===== config.mk =====
export PLATFORM = sky130hd
export DESIGN_NAME = conv_scheduler_flat
export DESIGN_NICKNAME = d
export VERILOG_FILES = /design/src/rtl/conv_scheduler_if.sv /design/src/rtl/conv_scheduler.sv /design/src/flat_wrapper.sv
export SDC_FILE = /design/constraint.sdc
export NUM_CORES = 1
export LEC_CHECK = 0
export BUFFER_PORTS_ARGS = -buffer_cell sky130_fd_sc_hd__buf_2
export CELL_PAD_IN_SITES_DETAIL_PLACEMENT = 1
export CELL_PAD_IN_SITES_GLOBAL_PLACEMENT = 2
export CORE_MARGIN = 2
export CORE_UTILIZATION = 42
export DETAILED_ROUTE_END_ITERATION = 12
export GPL_ROUTABILITY_DRIVEN = 1
export GPL_TIMING_DRIVEN = 0
export PLACE_DENSITY = 0.77
export SYNTH_ARGS = -nofsm -noshare
export SYNTH_HDL_FRONTEND = slang
export SYNTH_SLANG_ARGS = --single-unit
export TNS_END_PERCENT = 100

===== constraint.sdc =====
create_clock -name SCLK -period 5.3 [get_ports SCLK]
set_input_delay 1.06 -clock SCLK [delete_from_list [all_inputs] [get_ports SCLK]]
set_output_delay 1.06 -clock SCLK [all_outputs]
set_load 0.05 [all_outputs]

===== src/rtl/conv_scheduler_if.sv =====
// Bus between the convolution scheduler and its rj/coefficient/data memories
// and MAC datapath. The scheduler takes the slave side.
interface conv_scheduler_if;
  logic        rj_load;
  logic        sample_valid;
  logic [7:0]  cur_addr;
  logic [15:0] rj_data;
  logic [15:0] coeff_data;
  logic [3:0]  rj_rd_addr;
  logic [8:0]  coeff_addr;
  logic [7:0]  data_addr;
  logic [1:0]  mac_op;
  logic        acc_clear;
  logic        result_valid;
  logic        busy;
  logic        cfg_valid;
  logic        cfg_err;
  logic        overrun;

  modport master (
    output rj_load, sample_valid, cur_addr, rj_data, coeff_data,
    input  rj_rd_addr, coeff_addr, data_addr, mac_op, acc_clear,
           result_valid, busy, cfg_valid, cfg_err, overrun
  );

  modport slave (
    input  rj_load, sample_valid, cur_addr, rj_data, coeff_data,
    output rj_rd_addr, coeff_addr, data_addr, mac_op, acc_clear,
           result_valid, busy, cfg_valid, cfg_err, overrun
  );
endinterface


===== src/rtl/conv_scheduler.sv =====
// Convolution scheduler: loads the per-group tap counts (rj), then for each
// accepted sample walks the coefficient table and streams MAC operations.
module conv_scheduler (
  input logic             SCLK,
  input logic             Reset_n,
  conv_scheduler_if.slave bus
);

  typedef enum logic [1:0] {IDLE, RJ_FETCH, RUN, DRAIN} state_t;

  localparam logic [1:0] OP_NOP   = 2'b00;
  localparam logic [1:0] OP_ADD   = 2'b01;
  localparam logic [1:0] OP_SUB   = 2'b10;
  localparam logic [1:0] OP_SHIFT = 2'b11;

  state_t      state;
  logic [9:0]  rj [16];
  logic [4:0]  fetch_cnt;
  logic [13:0] rj_sum;
  logic        rj_bad;
  logic [7:0]  base;
  logic [3:0]  grp;
  logic [9:0]  left;
  logic [8:0]  addr_cnt;
  logic        rd_now, sh_now, last_now;
  logic        rd1, sh1, rd2, sh2, sign2;
  logic [1:0]  drain_cnt;

  logic [13:0] sum_next;
  logic        bad_next, cfg_ok, accept, do_sched;
  logic [3:0]  pick_grp, grp_inc;
  logic [9:0]  pick_left;
  logic [8:0]  pick_addr;
  logic        sch_rd, sch_last;
  logic [3:0]  sch_grp;
  logic [9:0]  sch_left;
  logic        unused_coeff_bits;

  assign unused_coeff_bits = &{1'b0, bus.coeff_data[15:9]};

  assign sum_next = rj_sum + {4'd0, bus.rj_data[9:0]};
  assign bad_next = rj_bad | (|bus.rj_data[15:10]);
  assign cfg_ok   = !bad_next && (sum_next <= 14'd512);
  assign accept   = (state == IDLE) && bus.sample_valid && bus.cfg_valid && !bus.rj_load;
  assign do_sched = accept || ((state == RUN) && !last_now);

  // The first slot of a run is scheduled from group 0 while still in IDLE.
  assign pick_grp  = (state == RUN) ? grp : 4'd0;
  assign pick_left = (state == RUN) ? left : rj[0];
  assign pick_addr = (state == RUN) ? addr_cnt : 9'd0;
  assign grp_inc   = pick_grp + 4'd1;

  always_comb begin
    sch_rd   = (pick_left != 10'd0);
    sch_last = !sch_rd && (pick_grp == 4'd15);
    sch_grp  = pick_grp;
    sch_left = pick_left;
    if (sch_rd) begin
      sch_left = pick_left - 10'd1;
    end else if (!sch_last) begin
      sch_grp  = grp_inc;
      sch_left = rj[grp_inc];
    end
  end

  always_ff @(posedge SCLK or negedge Reset_n) begin
    if (!Reset_n) begin
      state     <= IDLE;
      for (int i = 0; i < 16; i++) rj[i] <= '0;
      fetch_cnt <= '0;
      rj_sum    <= '0;
      rj_bad    <= 1'b0;
      base      <= '0;
      grp       <= '0;
      left      <= '0;
      addr_cnt  <= '0;
      rd_now    <= 1'b0;
      sh_now    <= 1'b0;
      last_now  <= 1'b0;
      rd1       <= 1'b0;
      sh1       <= 1'b0;
      rd2       <= 1'b0;
      sh2       <= 1'b0;
      sign2     <= 1'b0;
      drain_cnt <= '0;
      bus.rj_rd_addr   <= '0;
      bus.coeff_addr   <= '0;
      bus.data_addr    <= '0;
      bus.mac_op       <= OP_NOP;
      bus.acc_clear    <= 1'b0;
      bus.result_valid <= 1'b0;
      bus.busy         <= 1'b0;
      bus.cfg_valid    <= 1'b0;
      bus.cfg_err      <= 1'b0;
      bus.overrun      <= 1'b0;
    end else begin
      bus.acc_clear    <= 1'b0;
      bus.result_valid <= 1'b0;
      rd_now <= 1'b0;
      sh_now <= 1'b0;

      // Three-stage token pipeline: read slot -> data_addr -> mac_op.
      rd1   <= rd_now;
      sh1   <= sh_now;
      rd2   <= rd1;
      sh2   <= sh1;
      sign2 <= bus.coeff_data[8];
      if (rd1) bus.data_addr <= base - bus.coeff_data[7:0];
      if (rd2)      bus.mac_op <= sign2 ? OP_SUB : OP_ADD;
      else if (sh2) bus.mac_op <= OP_SHIFT;
      else          bus.mac_op <= OP_NOP;

      if (bus.sample_valid && ((state != IDLE) || bus.rj_load)) bus.overrun <= 1'b1;
      if (bus.rj_load && (state != IDLE)) bus.cfg_err <= 1'b1;

      case (state)
        IDLE: begin
          if (bus.rj_load) begin
            state          <= RJ_FETCH;
            bus.busy       <= 1'b1;
            bus.cfg_valid  <= 1'b0;
            bus.cfg_err    <= 1'b0;
            bus.rj_rd_addr <= '0;
            fetch_cnt      <= '0;
            rj_sum         <= '0;
            rj_bad         <= 1'b0;
          end else if (accept) begin
            state         <= RUN;
            bus.busy      <= 1'b1;
            bus.acc_clear <= 1'b1;
            base          <= bus.cur_addr;
          end
        end
        RJ_FETCH: begin
          fetch_cnt <= fetch_cnt + 5'd1;
          if (fetch_cnt != 5'd0) begin
            rj[fetch_cnt[3:0] - 4'd1] <= bus.rj_data[9:0];
            rj_sum <= sum_next;
            rj_bad <= bad_next;
          end
          if (fetch_cnt < 5'd15) bus.rj_rd_addr <= bus.rj_rd_addr + 4'd1;
          if (fetch_cnt == 5'd16) begin
            state         <= IDLE;
            bus.busy      <= 1'b0;
            bus.cfg_valid <= cfg_ok;
            bus.cfg_err   <= bus.cfg_err | bus.rj_load | !cfg_ok;
          end
        end
        RUN: begin
          if (last_now) begin
            state     <= DRAIN;
            last_now  <= 1'b0;
            drain_cnt <= '0;
          end
        end
        DRAIN: begin
          if (drain_cnt == 2'd2) begin
            state            <= IDLE;
            bus.busy         <= 1'b0;
            bus.result_valid <= 1'b1;
          end else begin
            drain_cnt <= drain_cnt + 2'd1;
          end
        end
        default: state <= IDLE;
      endcase

      // Decide what the next cycle carries: a coefficient read or a group SHIFT.
      if (do_sched) begin
        rd_now   <= sch_rd;
        sh_now   <= !sch_rd;
        last_now <= sch_last;
        grp      <= sch_grp;
        left     <= sch_left;
        if (sch_rd) begin
          bus.coeff_addr <= pick_addr;
          addr_cnt       <= pick_addr + 9'd1;
        end
      end
    end
  end

endmodule

===== src/flat_wrapper.sv =====
// flat-port wrapper written by rule: the top's interface ports become plain ports
module conv_scheduler_flat 
  (SCLK, Reset_n, bus_rj_load, bus_sample_valid, bus_cur_addr, bus_rj_data, bus_coeff_data, bus_rj_rd_addr, bus_coeff_addr, bus_data_addr, bus_mac_op, bus_acc_clear, bus_result_valid, bus_busy, bus_cfg_valid, bus_cfg_err, bus_overrun);
  conv_scheduler_if bus_i ();
  input logic SCLK;
  input logic Reset_n;
  input wire logic [$bits(bus_i.rj_load)-1:0] bus_rj_load;
  input wire logic [$bits(bus_i.sample_valid)-1:0] bus_sample_valid;
  input wire logic [$bits(bus_i.cur_addr)-1:0] bus_cur_addr;
  input wire logic [$bits(bus_i.rj_data)-1:0] bus_rj_data;
  input wire logic [$bits(bus_i.coeff_data)-1:0] bus_coeff_data;
  output wire logic [$bits(bus_i.rj_rd_addr)-1:0] bus_rj_rd_addr;
  output wire logic [$bits(bus_i.coeff_addr)-1:0] bus_coeff_addr;
  output wire logic [$bits(bus_i.data_addr)-1:0] bus_data_addr;
  output wire logic [$bits(bus_i.mac_op)-1:0] bus_mac_op;
  output wire logic [$bits(bus_i.acc_clear)-1:0] bus_acc_clear;
  output wire logic [$bits(bus_i.result_valid)-1:0] bus_result_valid;
  output wire logic [$bits(bus_i.busy)-1:0] bus_busy;
  output wire logic [$bits(bus_i.cfg_valid)-1:0] bus_cfg_valid;
  output wire logic [$bits(bus_i.cfg_err)-1:0] bus_cfg_err;
  output wire logic [$bits(bus_i.overrun)-1:0] bus_overrun;
  assign bus_i.rj_load = bus_rj_load;
  assign bus_i.sample_valid = bus_sample_valid;
  assign bus_i.cur_addr = bus_cur_addr;
  assign bus_i.rj_data = bus_rj_data;
  assign bus_i.coeff_data = bus_coeff_data;
  assign bus_rj_rd_addr = bus_i.rj_rd_addr;
  assign bus_coeff_addr = bus_i.coeff_addr;
  assign bus_data_addr = bus_i.data_addr;
  assign bus_mac_op = bus_i.mac_op;
  assign bus_acc_clear = bus_i.acc_clear;
  assign bus_result_valid = bus_i.result_valid;
  assign bus_busy = bus_i.busy;
  assign bus_cfg_valid = bus_i.cfg_valid;
  assign bus_cfg_err = bus_i.cfg_err;
  assign bus_overrun = bus_i.overrun;
  conv_scheduler u_core (.SCLK(SCLK), .Reset_n(Reset_n), .bus(bus_i));
endmodule

==> PnR_summary.wiki, run 1 <==
{| class="wikitable"
! Metric !! Value
|-
| Ratio of final minimum period to clock period || 93.4%
|-
| Library cell occupying the most area in the post-synthesis netlist || dfrtp_1
|-
| Routed len/inst || 21.7 um
|-
| Largest clock skew in the final design || 34.8 ps
|-
| Weighted congestion at the end of routability-driven global placement || 0.779
|-
| Seq. cell area || 6310 um^2
|-
| Top cells by area in the synthesized netlist || dfrtp_1 50%, mux2_2 15%, mux4_2 6.6%, nand2_1 2.8%, ha_1 2.8%
|-
| Final standard cell count with taps included and fillers excluded || 1564
|-
| Via count || 8838
|-
| Number of enable-type register cells in the synthesized netlist || 0
|-
| Total number of nets in the final design || 1230
|-
| Yosys top cell area share || 49.8%
|-
| Total CTS buffers || 28
|-
| Type of the most critical hold path || reg2reg
|-
| DR DRC count || 0
|-
| Proportion of layout cells with a drive suffix above 1 || 30.0%
|-
| Peak VDD IR || 0.278 mV
|-
| Core ar. || 29600 um^2
|-
| Number of instances in the placed design || 1516
|-
| Via count normalized by instance count || 5.65
|-
| Synthesis-stage register bit count || 252
|-
| Clock latency of the later-clocked register in the worst-skew pair || 570 ps
|-
| GRT Residual Overflow || 0
|-
| Standard-cell row count || 63
|-
| Total of buffers placed on input and output ports || 65
|-
| Fill cells || 3178
|-
| Global-route wire length before repair || 54400 um
|-
| Count of final setup violators || 0
|-
| Tmin final || 4950 ps
|-
| I/O pin count || 73
|-
| Pin slew with the least headroom to its limit || 1070 ps
|-
| Deepest level of the CTS H-tree || 1
|-
| Maximum count of clock buffers along a single path || 3
|-
| Unrepaired setup endpoints after global routing || no
|-
| Data arrival at the endpoint of the critical path || 5360 ps
|-
| Worst-path clk slew || 60 ps
|-
| PD cells || 508 nW/um^2
|-
| Via count of the first global-routing pass || 9326
|-
| Clk root buf || clkbuf_16
|-
| Synth Area per Inst || 12.0 um^2
|-
| Area growth from synthesis to final layout || 13.9%
|-
| Starting DRT DRC Count || 508
|-
| Largest net degree at the start of global routing || 106
|-
| Async set-or-reset flop fraction in the synthesized netlist || 100%
|-
| Post-CTS Repair Setup Buffers || 0
|-
| Commonest register cell after synthesis || dfrtp_1
|-
| Summed area of non-filler cells in the final layout || 14400 um^2
|-
| TritonCTS clock tree || yes
|-
| Iteration count of the initial detailed-routing pass || 5
|-
| Endpoint kind of the worst setup timing path || flip-flop
|-
| Share of the core filled with cells in the final layout || 48.7%
|-
| Number of distinct library cells after synthesis || 74
|-
| Max-cap viol count || 0
|-
| Result of the run || complete, no violations
|-
| Vert. Die Dim || 178 um
|-
| Startpoint type of the worst setup path || flip-flop
|-
| Total number of clock tree sinks || 252
|-
| Inserted Diodes || 0
|-
| Sequential area share after synthesis || 49.8%
|-
| Post-synth net total || 1133
|-
| DP HPWL || 23300 um
|-
| Leakage power || 6.52 nW
|-
| Post-route ant nets || 0
|-
| Horizontal extent of the die || 178 um
|-
| Worst path setup slack after routing || 351 ps
|-
| Worst slew slack as a fraction of its limit || 28.7%
|-
| Pre-CTS setup slack || 91.0 ps
|-
| Standard cell area after detailed placement || 13500 um^2
|-
| Data required, critical path || 5710 ps
|-
| Post-CTS sizing || 0
|-
| Hold_buf cts || 0
|-
| Area of the multi-input gates || 6030 um^2
|-
| Final Hold Slack || 347 ps
|-
| Overall global routing resource usage || 22.4%
|-
| Syn Inst Count || 1059
|-
| Path type of the worst setup path || reg2reg
|-
| Die Area || 31600 um^2
|-
| Number of antenna violations at the first check in global routing || 1
|-
| Number of slew-limit violations in the final report || 0
|-
| Total standard cell area after synthesis || 12700 um^2
|-
| Syn. warnings || 0
|-
| Highest attainable clock frequency || 0.202 GHz
|-
| Highest net fanout along the worst path || 10
|-
| Effective utilization at floorplan || 42.8%
|-
| Final count of hold timing violations || 0
|-
| Total wire length after detailed routing || 33900 um
|}
layout by cell type, fill, tap and decap left out, types with 37 or more instances in the layout:
cell type and n:
buf_2 80, clkbuf_1 48, dfrtp_1 252, mux2_2 170, mux4_2 37, nand2_1 95, nand3_1 42, nor2_1 48
o21ai_0 60
metal layers:
metal	vias up	wire length, um	GRT usage, %
met5	-	13	0
met4	2	861	5.98
met3	48	1270	2.49
met2	171	15900	36.8
met1	4552	15900	31.7
li1	4065	-	-
critical path, stage by stage (launching register included):
cell and delay [ps]:
dfrtp_1 400, buf_2 200, nor2b_2 250, clkbuf_2 330
clkbuf_1 430, clkbuf_1 440, and2_1 240, ha_1 140
buf_2 260, buf_2 420, buf_2 440, mux4_2 540
mux2_2 280, o211ai_1 320, a21oi_1 110
synth_stat cells (15+ instances only):
cell type / number
nor2_1: 48
mux2i_1: 18
ha_1: 28
mux4_2: 37
buf_2: 16
o21ai_0: 60
nand3_1: 42
nand2_1: 95
dfrtp_1: 252
a21oi_1: 26
inv_1: 23
clkbuf_1: 37
o31ai_1: 15
mux2_2: 170
sequential cells by signal, summed over array words and instances, names as in the netlist, 5 cells and up:
register,count
u_core.rj,160
u_core.bus.data_addr,8
u_core.left,10
u_core.bus.coeff_addr,9
u_core.rj_sum,14
u_core.base,8
u_core.fetch_cnt,5
u_core.addr_cnt,9
final timing paths:
| path | start | endpoint | slack [ps] | cells after the start |
|---|---|---|---|---|
| max | u_core.state[0] | u_core.left[7] | 350 | 14 |
| max in group asynchronous | Reset_n | u_core.rj[114] | 3980 | 2 |
| min | u_core.sh1 | u_core.sh2 | 350 | 0 |
| min reg2reg | u_core.sh1 | u_core.sh2 | 350 | 0 |
| min in group asynchronous | Reset_n | u_core.bus.data_addr[0] | 440 | 1 |
| max reg2reg | u_core.state[0] | u_core.left[7] | 350 | 14 |
per-stage QoR:
stage                     setup TNS [ps]  total power, mW
final                                  0             7.33
after global routing                   0             7.79
after CTS                              0             7.39
after detailed placement               0             5.43
after global placement           -409830             5.32
after floorplan                        0             4.75
kinds of logic after synthesis:
logic type / Yosys count / share of synthesized area [%]
AND/OR/NAND/NOR: 264 / 10.2
flip-flops: 252 / 49.8
multiplexers: 228 / 23.5
AO/OA/AOI/OAI: 179 / 9.10
buffers and inverters: 82 / 2.65
adder cells (fa/ha/maj): 30 / 3.08
XOR/XNOR: 24 / 1.72
area by class of cell:
| type | count | share of cell area (%) |
|---|---|---|
| clock buffer | 40 | 5.24 |
| clock inverter | 8 | 0.876 |
| tap | 390 | 3.38 |
| buffer | 57 | 1.68 |
| multi-input combinational | 725 | 41.8 |
| timing repair buffer | 67 | 2.70 |
| inverter | 25 | 0.650 |
| sequential | 252 | 43.7 |
where the power goes:
group | internal, mW | switching, mW
registers | 2.60 | 0.451
logic | 1.10 | 1.25
clock network | 1.13 | 0.800
total | 4.83 | 2.50
Power figures use the tool's default switching activity.
==> run 2, diff against run 1 <==
- REMOVE_ABC_BUFFERS: unset -> 1
- SKIP_CTS_REPAIR_TIMING: unset -> 1
- SLEW_MARGIN: unset -> 20
==> PnR_summary.wiki, run 2 (synthesis gave the netlist of run 1 again) <==
{| class="wikitable"
! Metric !! Value
|-
| Result of the run || complete, no violations
|-
| Starting DRT DRC Count || 426
|-
| Via count normalized by instance count || 5.66
|-
| Total number of clock tree sinks || 252
|-
| Largest net degree at the start of global routing || 92
|-
| Number of instances in the placed design || 1460
|-
| Path type of the worst setup path || reg2reg
|-
| Highest attainable clock frequency || 0.228 GHz
|-
| Area of the multi-input gates || 6080 um^2
|-
| Unrepaired setup endpoints after global routing || no
|-
| Register with the most flip-flops || u_core.rj
|-
| Leakage power || 6.45 nW
|-
| Number of slew-limit violations in the final report || 0
|-
| Pin slew with the least headroom to its limit || 964 ps
|-
| Seq. cell area || 6310 um^2
|-
| PD cells || 516 nW/um^2
|-
| Inserted Diodes || 0
|-
| Deepest level of the CTS H-tree || 1
|-
| Count of final setup violators || 0
|-
| Commonest cells after routing, fill and taps aside || 252 x dfrtp_1, 170 x mux2_2, 95 x nand2_1, 64 x buf_2, 60 x o21ai_0
|-
| Core ar. || 29600 um^2
|-
| Worst path setup slack after routing || 909 ps
|-
| I/O pin count || 73
|-
| Routed len/inst || 21.4 um
|-
| Pre-CTS setup slack || 797 ps
|-
| Max-cap viol count || 0
|-
| GRT Residual Overflow || 0
|-
| Maximum count of clock buffers along a single path || 3
|-
| Die Area || 31600 um^2
|-
| Data required, critical path || 5710 ps
|-
| Type of the most critical hold path || reg2reg
|-
| Fill cells || 3126
|-
| Biggest regs || u_core.rj (160), u_core.rj_sum (14), u_core.left (10)
|-
| Proportion of layout cells with a drive suffix above 1 || 31.3%
|-
| Overall global routing resource usage || 21.2%
|-
| Via count of the first global-routing pass || 9277
|-
| Largest clock skew in the final design || 13.9 ps
|-
| Iteration count of the initial detailed-routing pass || 4
|-
| Total wire length after detailed routing || 32400 um
|-
| Area growth from synthesis to final layout || 13.1%
|-
| Ratio of final minimum period to clock period || 82.8%
|-
| Worst slew slack as a fraction of its limit || 35.5%
|-
| Setup tns final || 0 ps
|-
| Total of buffers placed on input and output ports || 65
|-
| Final Hold Slack || 365 ps
|-
| Total Power Consumption || 7.39 mW
|-
| Vert. Die Dim || 178 um
|-
| Summed area of non-filler cells in the final layout || 14300 um^2
|-
| Standard-cell row count || 63
|-
| Data arrival at the endpoint of the critical path || 4800 ps
|-
| Number of antenna violations at the first check in global routing || 0
|-
| Share of the core filled with cells in the final layout || 48.4%
|-
| Startpoint type of the worst setup path || flip-flop
|-
| Total number of nets in the final design || 1175
|-
| Total CTS buffers || 29
|-
| Final count of hold timing violations || 0
|-
| Weighted congestion at the end of routability-driven global placement || 0.755
|-
| Maximum single-stage delay on the critical path || 770 ps
|-
| Tmin final || 4390 ps
|-
| Leading cell type in the layout, fill and taps excluded || dfrtp_1
|-
| Via count || 8559
|-
| Standard cell area after detailed placement || 13400 um^2
|-
| Post-route ant nets || 0
|-
| Highest net fanout along the worst path || 35
|-
| DR DRC count || 0
|-
| Worst-path clk slew || 60 ps
|-
| TritonCTS clock tree || yes
|-
| Horizontal extent of the die || 178 um
|-
| Critical-path cell with the highest stage delay || dfrtp_1
|-
| Clock latency of the later-clocked register in the worst-skew pair || 560 ps
|-
| Global-route wire length before repair || 52300 um
|-
| Clk root buf || clkbuf_16
|-
| Endpoint kind of the worst setup timing path || flip-flop
|-
| DP HPWL || 20700 um
|-
| Peak VDD IR || 0.285 mV
|-
| CP Cell Sequence || nand3b_4, inv_2, ha_4, mux4_2, mux2_2, o211a_1, o211ai_1, a41oi_1
|-
| Effective utilization at floorplan || 42.8%
|-
| Final standard cell count with taps included and fillers excluded || 1513
|-
| Max FFs per register || 160
|}
## run 2: cell count changes in the layout (fill, tap and decap cells not counted), sizes merged
cell,delta
clkbuf,-38
buf,-18
clkinv,+4
bufinv,-1
clkinvlp,+1
inv,+1
## run 2: where the power goes
part	leakage (nW)	total (mW)	internal [mW]	switching [mW]
Clock	0.480	2.02	1.19	0.829
Sequential	3.20	3.07	2.60	0.477
Combinational	2.77	2.30	1.09	1.21
## run 2: final timing paths
kind	endpoint	slack, ps	cells past startpoint	startpoint
setup / recovery	u_core.left[8]	910	8	u_core.state[1]
hold / removal	u_core.sh1	370	0	u_core.sh_now
setup reg to reg	u_core.left[8]	910	8	u_core.state[1]
hold reg to reg	u_core.sh1	370	0	u_core.sh_now
max in group asynchronous	u_core.rj[87]	3520	3	Reset_n
min in group asynchronous	u_core.bus.data_addr[0]	460	1	Reset_n
## run 2: area by class of cell
class | count | share of cell area [%]
clock buffer | 40 | 5.77
clock inverter | 13 | 0.952
inverter | 25 | 0.655
multi-input combinational | 725 | 42.4
sequential | 252 | 44.0
tap | 390 | 3.40
timing repair buffer | 68 | 2.80
## run 2: critical path, delay by kind of cell (launching register included)
kind                     cells  cell delay [ps]
AND/OR/NAND/NOR              1              680
flip-flops                   1              770
adder cells (fa/ha/maj)      1              660
buffers and inverters        1              590
AO/OA/AOI/OAI                3              560
multiplexers                 2              930
## run 2: metal layers
| layer | share of wire [%] | global-route usage, % | up-vias |
|---|---|---|---|
| li1 | - | - | 3945 |
| met1 | 45 | 28.0 | 4427 |
| met2 | 50 | 37.1 | 138 |
| met3 | 3.2 | 2.42 | 49 |
| met4 | 2.3 | 5.02 | 0 |
| met5 | 0 | 0 | - |
==> run 3, diff against run 2 <==
- ABC_AREA: unset -> 1
- CORE_UTILIZATION: 42 -> 38
- clock period: 5.3 -> 4.45 ns (I/O delays scaled with it)
==> PnR_summary.wiki, run 3 <==
{| class="wikitable"
! Metric !! Value
|-
| Worst path setup slack after routing || 472 ps
|-
| Worst slew slack as a fraction of its limit || 27.3%
|-
| Max FFs per register || 160
|-
| Endpoint kind of the worst setup timing path || flip-flop
|-
| Total CTS buffers || 31
|-
| Number of distinct library cells after synthesis || 48
|-
| Simple-Gate Fraction of Synth Area || 19.1%
|-
| Net Sw Power || 3.44 mW
|-
| Routed len/inst || 17.4 um
|-
| Area growth from synthesis to final layout || 13.0%
|-
| DR DRC count || 0
|-
| Peak VDD IR || 0.289 mV
|-
| Total Power Consumption || 9.11 mW
|-
| Largest clock skew in the final design || 9.73 ps
|-
| Total wire length after detailed routing || 35200 um
|-
| Via count of the first global-routing pass || 10.9k
|-
| Largest net degree at the start of global routing || 94
|-
| Post-Synth Adder-Cell Area || 3.02%
|-
| Biggest regs || u_core.rj (160), u_core.rj_sum (14), u_core.left (10)
|-
| Yosys top cell area share || 48.7%
|-
| Number of slew-limit violations in the final report || 0
|-
| Clock latency of the later-clocked register in the worst-skew pair || 550 ps
|-
| Register with the most flip-flops || u_core.rj
|-
| Share of the core filled with cells in the final layout || 43.6%
|-
| Number of instances in the placed design || 1962
|-
| Number of enable-type register cells in the synthesized netlist || 0
|-
| Share of power burned in combinational logic || 34.2%
|-
| Summed area of non-filler cells in the final layout || 14600 um^2
|-
| Total of buffers placed on input and output ports || 65
|-
| Switching Share || 37.8%
|-
| Share of cell area taken by muxes after synthesis || 6.44%
|-
| Library cell with the highest instance count after synthesis || nand2_1
|-
| GRT Residual Overflow || 0
|-
| Async set-or-reset flop fraction in the synthesized netlist || 100%
|-
| Synthesis-stage register bit count || 252
|-
| Type of the most critical hold path || in2async
|-
| Highest net fanout along the worst path || 33
|-
| Startpoint type of the worst setup path || flip-flop
|-
| Syn Inst Count || 1514
|-
| Unrepaired setup endpoints after global routing || no
|-
| Iteration count of the initial detailed-routing pass || 4
|-
| Total standard cell area after synthesis || 12900 um^2
|-
| Commonest register cell after synthesis || dfrtp_1
|-
| TritonCTS clock tree || yes
|-
| Post-synthesis share of cell area spent on xor and xnor gates || 1.29%
|-
| Syn. warnings || 0
|-
| Effective utilization at floorplan || 38.6%
|-
| Standard cell area after detailed placement || 13600 um^2
|-
| Post-route ant nets || 0
|-
| Highest attainable clock frequency || 0.251 GHz
|-
| Path type of the worst setup path || reg2reg
|-
| Proportion of layout cells with a drive suffix above 1 || 16.2%
|-
| Leakage power || 6.97 nW
|-
| DP HPWL || 23500 um
|-
| Horizontal extent of the die || 189 um
|-
| Number of antenna violations at the first check in global routing || 0
|-
| Clk root buf || clkbuf_16
|-
| Ratio of final minimum period to clock period || 89.4%
|-
| Total number of nets in the final design || 1621
|-
| Leading cell type in the layout, fill and taps excluded || nand2_1
|-
| Via count normalized by instance count || 5.09
|-
| Final count of hold timing violations || 0
|-
| Commonest cells after routing, fill and taps aside || 321 x nand2_1, 252 x dfrtp_1, 181 x o21ai_0, 171 x inv_1, 121 x nand3_1
|-
| Worst-path clk slew || 60 ps
|-
| Result of the run || complete, no violations
|-
| Starting DRT DRC Count || 463
|-
| Share of power burned in the clock network || 26.8%
|-
| Final standard cell count with taps included and fillers excluded || 2018
|-
| Standard-cell row count || 67
|-
| Weighted congestion at the end of routability-driven global placement || 0.797
|-
| Overall global routing resource usage || 20.3%
|-
| Fill cells || 3987
|-
| Max-cap viol count || 0
|-
| Pin slew with the least headroom to its limit || 1090 ps
|-
| Top cells by area in the synthesized netlist || dfrtp_1 49%, nand2_1 9.3%, o21ai_0 7.0%, mux2_2 6.4%, inv_1 5.0%
|-
| Via count || 10.3k
|-
| Data required, critical path || 4890 ps
|-
| Global-route wire length before repair || 58600 um
|-
| Synth Area per Inst || 8.55 um^2
|-
| Count of final setup violators || 0
|-
| Total number of clock tree sinks || 252
|-
| Data arrival at the endpoint of the critical path || 4420 ps
|-
| Pre-CTS setup slack || 420 ps
|-
| Maximum count of clock buffers along a single path || 3
|-
| Most instantiated cells after synthesis || 322 x nand2_1, 252 x dfrtp_1, 181 x o21ai_0
|-
| Tmin final || 3980 ps
|-
| Vert. Die Dim || 189 um
|-
| Core ar. || 33500 um^2
|-
| Internal power || 5.67 mW
|-
| PD cells || 623 nW/um^2
|-
| Library cell occupying the most area in the post-synthesis netlist || dfrtp_1
|-
| Deepest level of the CTS H-tree || 1
|-
| Post-synthesis compound-gate area fraction || 13.4%
|-
| Die Area || 35500 um^2
|-
| I/O pin count || 73
|-
| Inserted Diodes || 0
|-
| Sequential area share after synthesis || 48.7%
|-
| Main combinational cell family by area after synthesis || simple AND/OR/NAND/NOR gates
|-
| Seq pwr share || 39.0%
|}
-- run 3: cell count changes after synthesis, moves of 12 or more --
| cell | before | now |
|---|---|---|
| nand3_1 | 42 | 121 |
| inv_1 | 23 | 171 |
| mux4_2 | 37 | 0 |
| a21oi_1 | 26 | 94 |
| mux2_2 | 170 | 73 |
| buf_2 | 16 | 30 |
| mux2i_1 | 18 | 0 |
| o21ai_0 | 60 | 181 |
| nand2_1 | 95 | 322 |
| o31ai_1 | 15 | 3 |
-- run 3: metrics by stage --
step                TNS (ps)  hold slack [ps]
global route               0              350
CTS                        0              315
detailed placement         0              336
global placement     -638020              333
finish                     0              315
floorplan                  0              331
-- run 3: path summary, 6_finish.rpt --
kind / start / end / slack, ps / cells after the start
worst max-delay path: u_core.state[0] / u_core.left[5] / 470 / 13
worst min-delay path: Reset_n / u_core.rj[100] / 310 / 1
worst max register to register: u_core.state[0] / u_core.left[5] / 470 / 13
worst min register to register: u_core.rd_now / u_core.rd1 / 350 / 0
max in group asynchronous: Reset_n / u_core.bus.coeff_addr[0] / 3230 / 2
min in group SCLK: u_core.rd_now / u_core.rd1 / 350 / 0
-- run 3: layout make-up --
cell class | count | area, um^2 | area share (%)
clock inverter | 16 | 139 | 0.950
inverter | 181 | 682 | 4.66
clock buffer | 40 | 840 | 5.74
sequential | 252 | 6310 | 43.1
tap | 448 | 561 | 3.83
timing repair buffer | 71 | 478 | 3.27
multi-input combinational | 1010 | 5610 | 38.4
-- run 3: layer usage --
layer	part of all wire (%)	track usage, %	wire length (um)	vias up
li1	-	-	-	5040
met1	46	27.1	16200	5095
met2	49	36.0	17300	100
met3	3.2	2.16	1140	45
met4	1.6	4.03	579	0
met5	0	0	0	-
-- run 3: cell families after synthesis --
family / after synthesis
fa+ha+maj: 30
compound gates: 325
simple gates: 562
flops: 252
mux: 74
xor+xnor: 19
buf+inv: 252
-- run 3: power by group through the flow --
stage / registers [mW] / logic (mW) / clock network [mW]
after floorplan: 3.76 / 2.10 / 0
after detailed placement: 3.60 / 3.16 / 0
after CTS: 3.56 / 3.18 / 2.52
final: 3.55 / 3.12 / 2.44
after global placement: 3.56 / 3.05 / 0
after global routing: 3.66 / 3.58 / 2.60
-- run 3: worst max-delay path: stages, from the launching register on --
cell and delay (ps):
dfrtp_1 440, inv_2 130, nand2_4 280, nor2_8 470
ha_2 280, inv_1 40, o21ai_0 60, nand2_1 630
inv_2 730, nand3_1 230, nand3_1 250, nand3_1 160
nand2_1 100, nand2_1 50
